===== src/rtl/mips_fetch_unit_if.sv =====
// rtl/mips_fetch_unit_if.sv - instruction ROM, decode handshake and redirect signals of the fetch unit
interface mips_fetch_unit_if;
  logic [31:0] rom_addr;
  logic [31:0] rom_data;
  logic [31:0] instr;
  logic [31:0] instr_pc;
  logic        instr_valid;
  logic        instr_ready;
  logic        redirect_valid;
  logic [31:0] redirect_pc;
  logic        halted;
  logic [15:0] fetch_count;

  // fetch unit side
  modport master (
    output rom_addr,
    input  rom_data,
    output instr,
    output instr_pc,
    output instr_valid,
    input  instr_ready,
    input  redirect_valid,
    input  redirect_pc,
    output halted,
    output fetch_count
  );

  // ROM / decode / branch-unit side
  modport slave (
    input  rom_addr,
    output rom_data,
    input  instr,
    input  instr_pc,
    input  instr_valid,
    output instr_ready,
    output redirect_valid,
    output redirect_pc,
    input  halted,
    output fetch_count
  );
endinterface


===== src/rtl/mips_fetch_unit.sv =====
// rtl/mips_fetch_unit.sv - PC, 2-entry instruction queue and redirect handling; FETCH_HALT_DETECT_EN enables halt-word stop
module mips_fetch_unit #(
  parameter logic [31:0] RESET_PC = 32'h0000_0000
) (
  input  logic            clk,
  input  logic            rst_n,
  mips_fetch_unit_if.master bus
);

`ifdef FETCH_HALT_DETECT_EN
  localparam logic [31:0] HALT_WORD = 32'hFFFF_FFFF;
`endif

  typedef enum logic {MODE_RUN, MODE_HALT} mode_e;

  mode_e       mode_q, mode_d;
  logic [31:0] pc_q, pc_d;
  logic [31:0] w0_q, w0_d, p0_q, p0_d;  // head entry
  logic [31:0] w1_q, w1_d, p1_q, p1_d;  // second entry
  logic [1:0]  occ_q, occ_d;
  logic [15:0] cnt_q, cnt_d;

  logic        pop;
  logic        push_slot;
  logic        halt_hit;
  logic [1:0]  occ_after_pop;

  // the halt word only ends fetching when detection is built in
`ifdef FETCH_HALT_DETECT_EN
  assign halt_hit = (bus.rom_data == HALT_WORD);
`else
  assign halt_hit = 1'b0;
`endif

  // pop/push decisions, queue shift and redirect flush
  always_comb begin
    mode_d        = mode_q;
    pc_d          = pc_q;
    w0_d          = w0_q;
    p0_d          = p0_q;
    w1_d          = w1_q;
    p1_d          = p1_q;
    occ_d         = occ_q;
    cnt_d         = cnt_q;
    pop           = (occ_q != 2'd0) && bus.instr_ready;
    push_slot     = (mode_q == MODE_RUN) && ((occ_q != 2'd2) || pop);
    occ_after_pop = occ_q - {1'b0, pop};

    if (bus.redirect_valid) begin
      // flush wins over everything; a same-cycle pop is simply dropped with the rest
      occ_d  = 2'd0;
      pc_d   = bus.redirect_pc;
      mode_d = MODE_RUN;
    end else begin
      if (pop) begin
        w0_d = w1_q;
        p0_d = p1_q;
      end
      occ_d = occ_after_pop;
      if (push_slot) begin
        if (halt_hit) begin
          mode_d = MODE_HALT;
        end else begin
          if (occ_after_pop == 2'd0) begin
            w0_d = bus.rom_data;
            p0_d = pc_q;
          end else begin
            w1_d = bus.rom_data;
            p1_d = pc_q;
          end
          occ_d = occ_after_pop + 2'd1;
          pc_d  = pc_q + 32'd1;
          cnt_d = cnt_q + 16'd1;
        end
      end
    end
  end

  // state registers, cleared asynchronously
  always_ff @(posedge clk or negedge rst_n) begin
    if (!rst_n) begin
      mode_q <= MODE_RUN;
      pc_q   <= RESET_PC;
      w0_q   <= 32'd0;
      p0_q   <= 32'd0;
      w1_q   <= 32'd0;
      p1_q   <= 32'd0;
      occ_q  <= 2'd0;
      cnt_q  <= 16'd0;
    end else begin
      mode_q <= mode_d;
      pc_q   <= pc_d;
      w0_q   <= w0_d;
      p0_q   <= p0_d;
      w1_q   <= w1_d;
      p1_q   <= p1_d;
      occ_q  <= occ_d;
      cnt_q  <= cnt_d;
    end
  end

  assign bus.rom_addr    = pc_q;
  assign bus.instr_valid = (occ_q != 2'd0);
  assign bus.instr       = (occ_q != 2'd0) ? w0_q : 32'd0;
  assign bus.instr_pc    = (occ_q != 2'd0) ? p0_q : 32'd0;
  assign bus.fetch_count = cnt_q;
  assign bus.halted      = (mode_q == MODE_HALT);

endmodule


===== src/flat_wrapper.sv =====
// flat-port wrapper written by rule: the top's interface ports become plain ports
module mips_fetch_unit_flat 
#(
  parameter logic [31:0] RESET_PC = 32'h0000_0000
)
  (clk, rst_n, bus_rom_addr, bus_rom_data, bus_instr, bus_instr_pc, bus_instr_valid, bus_instr_ready, bus_redirect_valid, bus_redirect_pc, bus_halted, bus_fetch_count);
  mips_fetch_unit_if bus_i ();
  input  logic clk;
  input  logic rst_n;
  output wire logic [$bits(bus_i.rom_addr)-1:0] bus_rom_addr;
  input wire logic [$bits(bus_i.rom_data)-1:0] bus_rom_data;
  output wire logic [$bits(bus_i.instr)-1:0] bus_instr;
  output wire logic [$bits(bus_i.instr_pc)-1:0] bus_instr_pc;
  output wire logic [$bits(bus_i.instr_valid)-1:0] bus_instr_valid;
  input wire logic [$bits(bus_i.instr_ready)-1:0] bus_instr_ready;
  input wire logic [$bits(bus_i.redirect_valid)-1:0] bus_redirect_valid;
  input wire logic [$bits(bus_i.redirect_pc)-1:0] bus_redirect_pc;
  output wire logic [$bits(bus_i.halted)-1:0] bus_halted;
  output wire logic [$bits(bus_i.fetch_count)-1:0] bus_fetch_count;
  assign bus_rom_addr = bus_i.rom_addr;
  assign bus_i.rom_data = bus_rom_data;
  assign bus_instr = bus_i.instr;
  assign bus_instr_pc = bus_i.instr_pc;
  assign bus_instr_valid = bus_i.instr_valid;
  assign bus_i.instr_ready = bus_instr_ready;
  assign bus_i.redirect_valid = bus_redirect_valid;
  assign bus_i.redirect_pc = bus_redirect_pc;
  assign bus_halted = bus_i.halted;
  assign bus_fetch_count = bus_i.fetch_count;
  mips_fetch_unit #(.RESET_PC(RESET_PC)) u_core (.clk(clk), .rst_n(rst_n), .bus(bus_i));
endmodule

===== config.mk =====
export PLATFORM = sky130hd
export DESIGN_NAME = mips_fetch_unit_flat
export DESIGN_NICKNAME = d
export VERILOG_FILES = /design/src/rtl/mips_fetch_unit_if.sv /design/src/rtl/mips_fetch_unit.sv /design/src/flat_wrapper.sv
export SDC_FILE = /design/constraint.sdc
export NUM_CORES = 1
export LEC_CHECK = 0
export BUFFER_PORTS_ARGS = -buffer_cell sky130_fd_sc_hd__clkbuf_2
export CORE_ASPECT_RATIO = 0.75
export CORE_MARGIN = 1.5
export CORE_UTILIZATION = 45
export DETAILED_ROUTE_END_ITERATION = 8
export GPL_TIMING_DRIVEN = 1
export PLACE_DENSITY = 0.68
export SYNTH_ARGS = -nofsm -noshare
export SYNTH_HDL_FRONTEND = slang
export SYNTH_SLANG_ARGS = --single-unit
export TNS_END_PERCENT = 30

===== constraint.sdc =====
create_clock -name clk -period 5.3 [get_ports clk]
set_input_delay 0.53 -clock clk [delete_from_list [all_inputs] [get_ports clk]]
set_output_delay 0.53 -clock clk [all_outputs]
set_load 0.01 [all_outputs]

; ---- Word-level counts from Yosys, hierarchy flattened
; Index checks and enable logic that the tools add are counted.
[classes]
n_reduce_logical = 7
add_sub_neg = 4
n_mux = 12
n_bitwise = 2
eq_ne = 1
[ops]
columns = op, count
row1 = $mux W32, 10
row2 = $add A32 B1 Y32 const B, 1
row3 = $add A16 B1 Y16 const B, 1
row4 = $mux W2, 2
row5 = $reduce_bool A2 Y1, 2
row6 = $reduce_and A3 Y1, 1
row7 = $add A2 B1 Y2 const B, 1
row8 = $logic_not A2 Y1, 1
row9 = $ne A2 B2 Y1 const B, 1
row10 = $not A1 Y1, 2
row11 = $reduce_and A2 Y1, 1
row12 = $sub A2 B1 Y2, 1
row13 = $logic_and A1 B1 Y1, 1
row14 = $logic_or A1 B1 Y1, 1
[word_totals]
inputBits = 68
elab_cells = 33
reg_bits = 178
output_inout_bits = 114

; ---- Longest topological paths before layout
; Gate-level depths: netlist of run 1.
[depth]
ltp_word = 6
mapped_depth = 10
depth_no_buf = 8

; ---- Least setup slack after synthesis of run 1
; No wires, ideal clock.
[synth_path]
path_type = reg2reg
startpoint = register u_core.occ_q[0]
endpoint = register u_core.w1_q[0]
synth_period_minus_slack_ps = 2361
arrival_ps = 2236
slack_ps = 2939
path_buffers = 1
setup_time_ps = 125
required_ps = 5175
path_stages_with_launch = 9
path_cell_list = dfrtp_1 o21ai_0 inv_1 ha_1 xnor2_1 ha_1 nor3_2 buf_2 mux2_2
[synth_via]
elab_chain_len = 6
word_cells_on_any_way = 8
classes_between = add/sub (1) / eq/ne (1) / bitwise (1) / reduce/logical (5)
[synth_lines]
columns = element, line
row1 = start: declaration, mips_fetch_unit.sv:20  ; logic [1:0] occ_q, occ_d;
row2 = start signal: assignment, mips_fetch_unit.sv:88  ; occ_q <= 2'd0;
row3 = start signal: assignment, mips_fetch_unit.sv:97  ; occ_q <= occ_d;
row4 = $reduce_bool A2 Y1, mips_fetch_unit.sv:45  ; pop = (occ_q != 2'd0) && bus.instr_ready;
row5 = $logic_and A1 B1 Y1, mips_fetch_unit.sv:45
row6 = $sub A2 B1 Y2, mips_fetch_unit.sv:47  ; occ_after_pop = occ_q - {1'b0, pop};
row7 = $logic_not A2 Y1, mips_fetch_unit.sv:64  ; if (occ_after_pop == 2'd0) begin
row8 = $not A1 Y1 (no source line), n/a
row9 = $reduce_and A3 Y1 (no source line) *, n/a
row10 = end signal: assignment, mips_fetch_unit.sv:95  ; w1_q <= w1_d;
row11 = end: declaration, mips_fetch_unit.sv:19  ; logic [31:0] w1_q, w1_d, p1_q, p1_d;
; Every way passes the cells marked *; elsewhere a longest branch is shown, timed or not.
; A chain may end at the register's enable or synchronous reset.

; ---- Worst setup path after layout of run 1
[layout_path]
startpoint = register u_core.occ_q[0]
endpoint = register u_core.p0_q[24]
[layout_via]
elab_chain_len = 6
word_cells_on_any_way = 9
classes_between = add/sub (1) / eq/ne (1) / mux (3) / reduce/logical (4)
[layout_lines]
columns = element, line
row1 = $reduce_bool A2 Y1, mips_fetch_unit.sv:45
row2 = $logic_and A1 B1 Y1, mips_fetch_unit.sv:45
row3 = $sub A2 B1 Y2, mips_fetch_unit.sv:47
row4 = $logic_not A2 Y1, mips_fetch_unit.sv:64
row5 = $mux W32, mips_fetch_unit.sv:64
row6 = $mux W32 *, mips_fetch_unit.sv:60  ; if (push_slot) begin
row7 = end signal: assignment, mips_fetch_unit.sv:94  ; p0_q <= p0_d;
row8 = end: declaration, mips_fetch_unit.sv:18  ; logic [31:0] w0_q, w0_d, p0_q, p0_d;
; Marks and branches as above.

==> impl_metrics.env, run 1 <==
export IMPL_clk_pin_slew_worst_paths_ns=0.07
export IMPL_crit_path_frequent_cell="ha_1"
export IMPL_antenna_left=0
export IMPL_dp_worst_setup_slack_ns=2.05
export IMPL_cts_resized=0
export IMPL_drt_pass1_iter_count=4
export IMPL_cp_cell_sequence="o21ai_0 > inv_1 > ha_1 > xnor2_1 > ha_1 > nand2_2 > a21oi_4 > buf_4 > a2bb2oi_1"
export IMPL_grt_remaining_overflow=0
export IMPL_die_w_um=161
export IMPL_worstReg2RegStart="u_core.occ_q[0]"
export IMPL_grt_use_met1_pct=34.6
export IMPL_numCtsBuffers=17
export IMPL_worst_slew_pin_slew_ns=1.15
export IMPL_die_area_um2=19500
export IMPL_ys_seq_area_share_pct=53.1
export IMPL_grt_max_degree=92
export IMPL_io_pins=182
export IMPL_synth_top_area_share_pct=53.1
export IMPL_crit_path_end_kind="flip-flop"
export IMPL_maxCapViolCount=0
export IMPL_outcome="completed"
export IMPL_area_growth_pct=19.7
export IMPL_grt_total_usage_pct=23.3
export IMPL_synth_flop_cell="dfrtp_1"
export IMPL_finalSetupViolCount=0
export IMPL_cts_buffer_depth=2
export IMPL_syn_inst=753
export IMPL_worst_slack_ns=2.08
export IMPL_hold_class="input port to async pin"
export IMPL_die_h_um=121
export IMPL_p_comb_share_pct=38.4
export IMPL_powerDensity_nw_per_um2=576
export IMPL_async_flop_share_pct=100
export IMPL_use_met2_pct=34.4
export IMPL_p_int_uw=3770
export IMPL_startpoint="u_core.occ_q[0]"
export IMPL_cp_max_fo=38
export IMPL_drt_initial_drc_count=444
export IMPL_vdd_drop_max_v=0.000257
export IMPL_yosys_warnings=0
export IMPL_cts_num_sinks=178
export IMPL_vias=6684
export IMPL_hold_viol=0
export IMPL_cts_tree="built"
export IMPL_dp_hpwl_um=13900
export IMPL_cts_hold_buf=0
export IMPL_grt_pass1_wl_um=35700
export IMPL_crit_arrival_ns=3.56
export IMPL_critPathSlowestCell="a21oi_4"
export IMPL_dp_cells=1127
export IMPL_yosysTopAreaCell="dfrtp_1"
export IMPL_cts_root_buf="clkbuf_16"
export IMPL_nets=971
export IMPL_ff2ff_setup_slack_ns=2.08
export IMPL_drv_slew=0
export IMPL_clock_latency_ns=0.42
export IMPL_synth_edff_count=0
export IMPL_cts_max_level=4
export IMPL_rsz0062_at_grt="false"
export IMPL_drc_errors=0
export IMPL_synth_cell_types=49
export IMPL_place_congestion=0.796
export IMPL_worst_setup_path_start_kind="flip-flop"
export IMPL_fmax_ghz=0.311
export IMPL_drive_gt1_share_pct=32.4
export IMPL_post_cts_buffers=0
export IMPL_antenna_found_initial=0
export IMPL_switchingPower_uw=2010
export IMPL_syn_area_um2=8380
export IMPL_final_setup_tns_ns=0
export IMPL_diodes=0
export IMPL_final_area_um2=10000
export IMPL_post_dp_cell_area_um2=9440
export IMPL_first_global_vias=6625
export IMPL_wire_per_inst_um=19.1
export IMPL_relSlewSlack_pct=23.6
export IMPL_worstSetupPathType="flip-flop to flip-flop"
export IMPL_stdcell_count=1157
export IMPL_floorplan_initialDensity_pct=45.7
export IMPL_port_buffers=180
export IMPL_wl_um=22100
export IMPL_core_area_um2=18300
export IMPL_critPathRequiredTime_ns=5.64
export IMPL_postSynthAreaPerCell_um2=11.1
export IMPL_postSynthNetCount=825
export IMPL_ys_ff_latch=178
export IMPL_power_leakage_uw=0.00436
export IMPL_grt_use_met3_pct=4.82
export IMPL_power_frac_seq_pct=39.2
export IMPL_fin_crit_ns=3.22
export IMPL_sw_frac_of_total_pct=34.8
export IMPL_vias_per_cell=5.78
export IMPL_fp_row_count=43
export IMPL_slowest_delay_ns=0.67
export IMPL_period_share_pct=60.7
export IMPL_clkPwrFrac_pct=22.4
export IMPL_fin_skew_ns=0.00866
export IMPL_synth_area_leaders="dfrtp_1, mux2_2, a2bb2oi_1"
export IMPL_gr_max_usage_layer="met1"
[final cells by class]
type,count,area [µm²]
Sequential cell,178,4450
Clock inverter,12,158
Multi-Input combinational cell,509,3680
Inverter,4,15.0
Timing Repair Buffer,189,977
Fill cell,1656,8310
Clock buffer,18,439
Tap cell,247,309
[critical path: cells and delay by family (launching register included)]
kind	cells	cell delay, ns
AOI/OAI and AO/OA	3	1.30
and+or+nand+nor	1	0.10
DFF	1	0.41
xor gates and xnor gates	1	0.19
adders and majority gates	2	0.49
buffers and inverters	2	0.62
[logic make-up after synthesis]
group / count (synthesis) / share of synthesized area (%)
AOI/OAI and AO/OA: 181 / 15.7
other: 1 / 0.0447
buffers and inverters: 66 / 3.16
muxes: 66 / 8.85
adders and majority gates: 4 / 0.597
DFF: 178 / 53.1
and+or+nand+nor: 234 / 16.1
xor gates and xnor gates: 23 / 2.40
[state kept, by name, summed over array words and instances (netlist names)]
name                    cells
u_core.bus.fetch_count     16
u_core.bus.rom_addr        32
u_core.occ_q                2
u_core.p0_q                32
u_core.p1_q                32
u_core.w0_q                32
u_core.w1_q                32
[cells in the final DEF (no fill, tap or decap), types with 11 or more instances in the layout]
| master | n |
|---|---|
| clkbuf_16 | 17 |
| a2bb2oi_1 | 63 |
| nand4_1 | 19 |
| xor2_1 | 11 |
| or4_1 | 19 |
| dfrtp_1 | 178 |
| nand2_1 | 35 |
| and2_1 | 67 |
| mux2_2 | 65 |
| o22ai_1 | 64 |
| o21ai_0 | 16 |
| xnor2_1 | 12 |
| clkbuf_2 | 179 |
| nor2_1 | 18 |
| nand3_1 | 32 |
[final timing paths]
check	end	depth (start not counted)
worst min register to register	u_core.bus.fetch_count[15]	1
worst max register to register	u_core.p0_q[24]	9
worst max-delay path	u_core.p0_q[24]	9
min in group clk	u_core.bus.rom_addr[0]	3
worst min-delay path	u_core.bus.fetch_count[11]	1
max in group asynchronous	u_core.bus.rom_addr[15]	2
[power groups by stage]
stage,clock network (µW),registers [µW],logic [µW]
detailed placement,0,2270,2240
floorplan,0,2180,1580
CTS,1320,2260,2250
global placement,0,2270,2190
finish,1300,2260,2220
global route,1370,2340,2430
[stage by stage]
step	util, %	total power, µW	hold slack, ns
floorplan	-	3770	0.234
global placement	51.4	4460	0.460
detailed placement	51.4	4510	0.473
CTS	54.7	5820	0.190
global route	54.7	6140	0.211
finish	54.7	5780	0.157
[cell usage after synthesis (4+ instances only)]
master and n:
and2_1 67, nor4_1 7, xnor2_1 12, nor3_1 6, buf_2 11, a2bb2oi_1 63, or4_1 19, ha_1 4
nor2b_1 5, clkbuf_1 41, o211ai_1 7, o22ai_1 64, mux2_2 65, nand2_1 36, nand3_1 32, dfrtp_1 178
nand4_1 19, and3_1 4, o21ai_0 16, o31ai_1 6, nor2_1 18, a31oi_1 9, buf_1 9, nor3b_1 5
inv_1 4, and4_1 4, xor2_1 11
[per-layer routing]
layer	routed length, µm	part of all wire, %	up-vias
met1	10700	48	3318
met4	280	1.3	0
met3	1370	6.2	16
met5	0	0	-
li1	-	-	3123
met2	9750	44	227
No activity file was read; power rests on OpenSTA's default activity.
==> run 2: changes to the inputs <==
Clock period 5.3 ns to 3 ns, I/O delays scaled along.
==> run 2 against run 1 <==
Effect of this change:
- wire length down 0.56%
- global-route usage shrank 0.26 points
- first-iteration DRC count rose by 31%
- largest cell class unchanged
- highest routed layer unchanged
==> impl_metrics.env, run 2 (synthesis results as in run 1) <==
export IMPL_grt_max_degree=75
export IMPL_worst_slew_pin_slew_ns=1.04
export IMPL_rsz0062_at_grt="false"
export IMPL_antenna_left=0
export IMPL_mostFrequentLayoutCells="clkbuf_2, dfrtp_1, and2_1"
export IMPL_antenna_found_initial=1
export IMPL_cts_max_level=4
export IMPL_area_growth_pct=21.5
export IMPL_cp_cell_sequence="o21ai_0 > inv_1 > ha_1 > xnor2_1 > ha_1 > or2_2 > buf_12 > o22ai_1 > a2bb2oi_1"
export IMPL_outcome="completed"
export IMPL_power_leakage_uw=0.00443
export IMPL_grt_remaining_overflow=0
export IMPL_cts_num_sinks=178
export IMPL_grt_pass1_wl_um=35100
export IMPL_die_area_um2=19500
export IMPL_dp_hpwl_um=14300
export IMPL_fp_row_count=43
export IMPL_final_setup_tns_ns=0
export IMPL_worst_setup_path_start_kind="flip-flop"
export IMPL_crit_path_end_kind="flip-flop"
export IMPL_cts_buffer_depth=2
export IMPL_powerDensity_nw_per_um2=1010
export IMPL_hold_viol=0
export IMPL_post_dp_cell_area_um2=9550
export IMPL_io_pins=182
export IMPL_die_h_um=121
export IMPL_critPathRequiredTime_ns=3.34
export IMPL_critPathSlowestCell="or2_2"
export IMPL_layout_commonest_cell="clkbuf_2"
export IMPL_grt_total_usage_pct=23.1
export IMPL_period_share_pct=85.7
export IMPL_first_global_vias=6327
export IMPL_core_area_um2=18300
export IMPL_fin_crit_ns=2.57
export IMPL_worstSetupPathType="flip-flop to flip-flop"
export IMPL_vias=6709
export IMPL_maxCapViolCount=0
export IMPL_clock_latency_ns=0.42
export IMPL_path_delay_family="compound AO/OA/AOI/OAI gates"
export IMPL_final_util_pct=55.5
export IMPL_cp_max_fo=45
export IMPL_slowest_delay_ns=0.43
export IMPL_cts_root_buf="clkbuf_16"
export IMPL_final_area_um2=10200
export IMPL_floorplan_initialDensity_pct=45.7
export IMPL_numCtsBuffers=17
export IMPL_vdd_drop_max_v=0.000477
export IMPL_cts_tree="built"
export IMPL_drv_slew=0
export IMPL_wire_per_inst_um=18.8
export IMPL_vias_per_cell=5.75
export IMPL_wl_um=22000
export IMPL_place_congestion=0.808
export IMPL_fmax_ghz=0.389
export IMPL_finalSetupViolCount=0
export IMPL_p_total_uw=10300
export IMPL_critPathBufInv=2
export IMPL_die_w_um=161
export IMPL_fin_skew_ns=0.00870
export IMPL_drt_initial_drc_count=582
export IMPL_clk_pin_slew_worst_paths_ns=0.07
export IMPL_drt_pass1_iter_count=6
export IMPL_relSlewSlack_pct=30.9
export IMPL_hold_class="input port to flip-flop"
export IMPL_crit_path_frequent_cell="ha_1"
export IMPL_drive_gt1_share_pct=32.9
export IMPL_crit_arrival_ns=2.91
export IMPL_post_cts_buffers=0
export IMPL_drc_errors=0
export IMPL_port_buffers=180
export IMPL_nets=980
run 2: cell types whose count changed in the layout (fill, tap and decap cells not counted), sizes merged:
cell         before  now
dlygate4sd3       0    1
clkinvlp          3    2
inv               7    5
clkbuf          198  203
buf               9   17
diode             0    1
clkinv            3    1
run 2: through the flow:
step	hold slack, ns	std cells	setup slack, ns
final	0.0915	1167	0.429
after CTS	0.0780	1166	0.420
after floorplan	0.00441	753	0.639
after detailed placement	0.357	1135	0.450
after global placement	0.359	1135	0.577
after global routing	0.0967	1166	0.220
run 2: worst paths after layout:
path	endpoint	from	depth (start not counted)	slack (ns)
max in group asynchronous	u_core.bus.rom_addr[9]	rst_n	3	1.72
min	u_core.bus.rom_addr[4]	bus_redirect_pc[4]	3	0.09
min reg2reg	u_core.bus.fetch_count[15]	u_core.bus.fetch_count[15]	1	0.47
min in group asynchronous	u_core.bus.fetch_count[11]	rst_n	2	0.45
max	u_core.p0_q[3]	u_core.occ_q[0]	9	0.43
max reg2reg	u_core.p0_q[3]	u_core.occ_q[0]	9	0.43
run 2: worst min-delay path: cells and delay by family:
kind / cells / cell delay (ns)
buffers and inverters: 1 / 0.07
and+or+nand+nor: 1 / 0.04
AOI/OAI and AO/OA: 1 / 0.06
run 2: layout make-up:
| type | count | area [µm²] |
|---|---|---|
| antenna | 1 | 2.50 |
| clock inverter | 7 | 123 |
| clock buffer | 23 | 498 |
| timing repair buffer | 198 | 1100 |
| tap | 247 | 309 |
| sequential | 178 | 4450 |
| fill | 1657 | 8170 |
| inverter | 4 | 15.0 |
| multi-input combinational | 509 | 3680 |
run 2: report_power, final:
| part | total [µW] | switching (µW) | internal (µW) |
|---|---|---|---|
| combinational | 3980 | 1960 | 2020 |
| sequential | 4000 | 638 | 3360 |
| clock | 2330 | 915 | 1420 |
| total | 10300 | 3510 | 6800 |
run 2: what timing repair did:
action | 4_1_cts | 5_1_grt
endpoints found under the hold margin | 71 | 0
endpoints found under the setup margin | 0 | 0
hold buffers | 1 | 0
resized for setup | 0 | 0
run 2: layer usage:
metal | wire, µm | global-route usage [%]
met1 | 10800 | 34.8
met2 | 9520 | 33.2
met3 | 1480 | 6.22
met4 | 175 | 4.38
met5 | 0 | 0
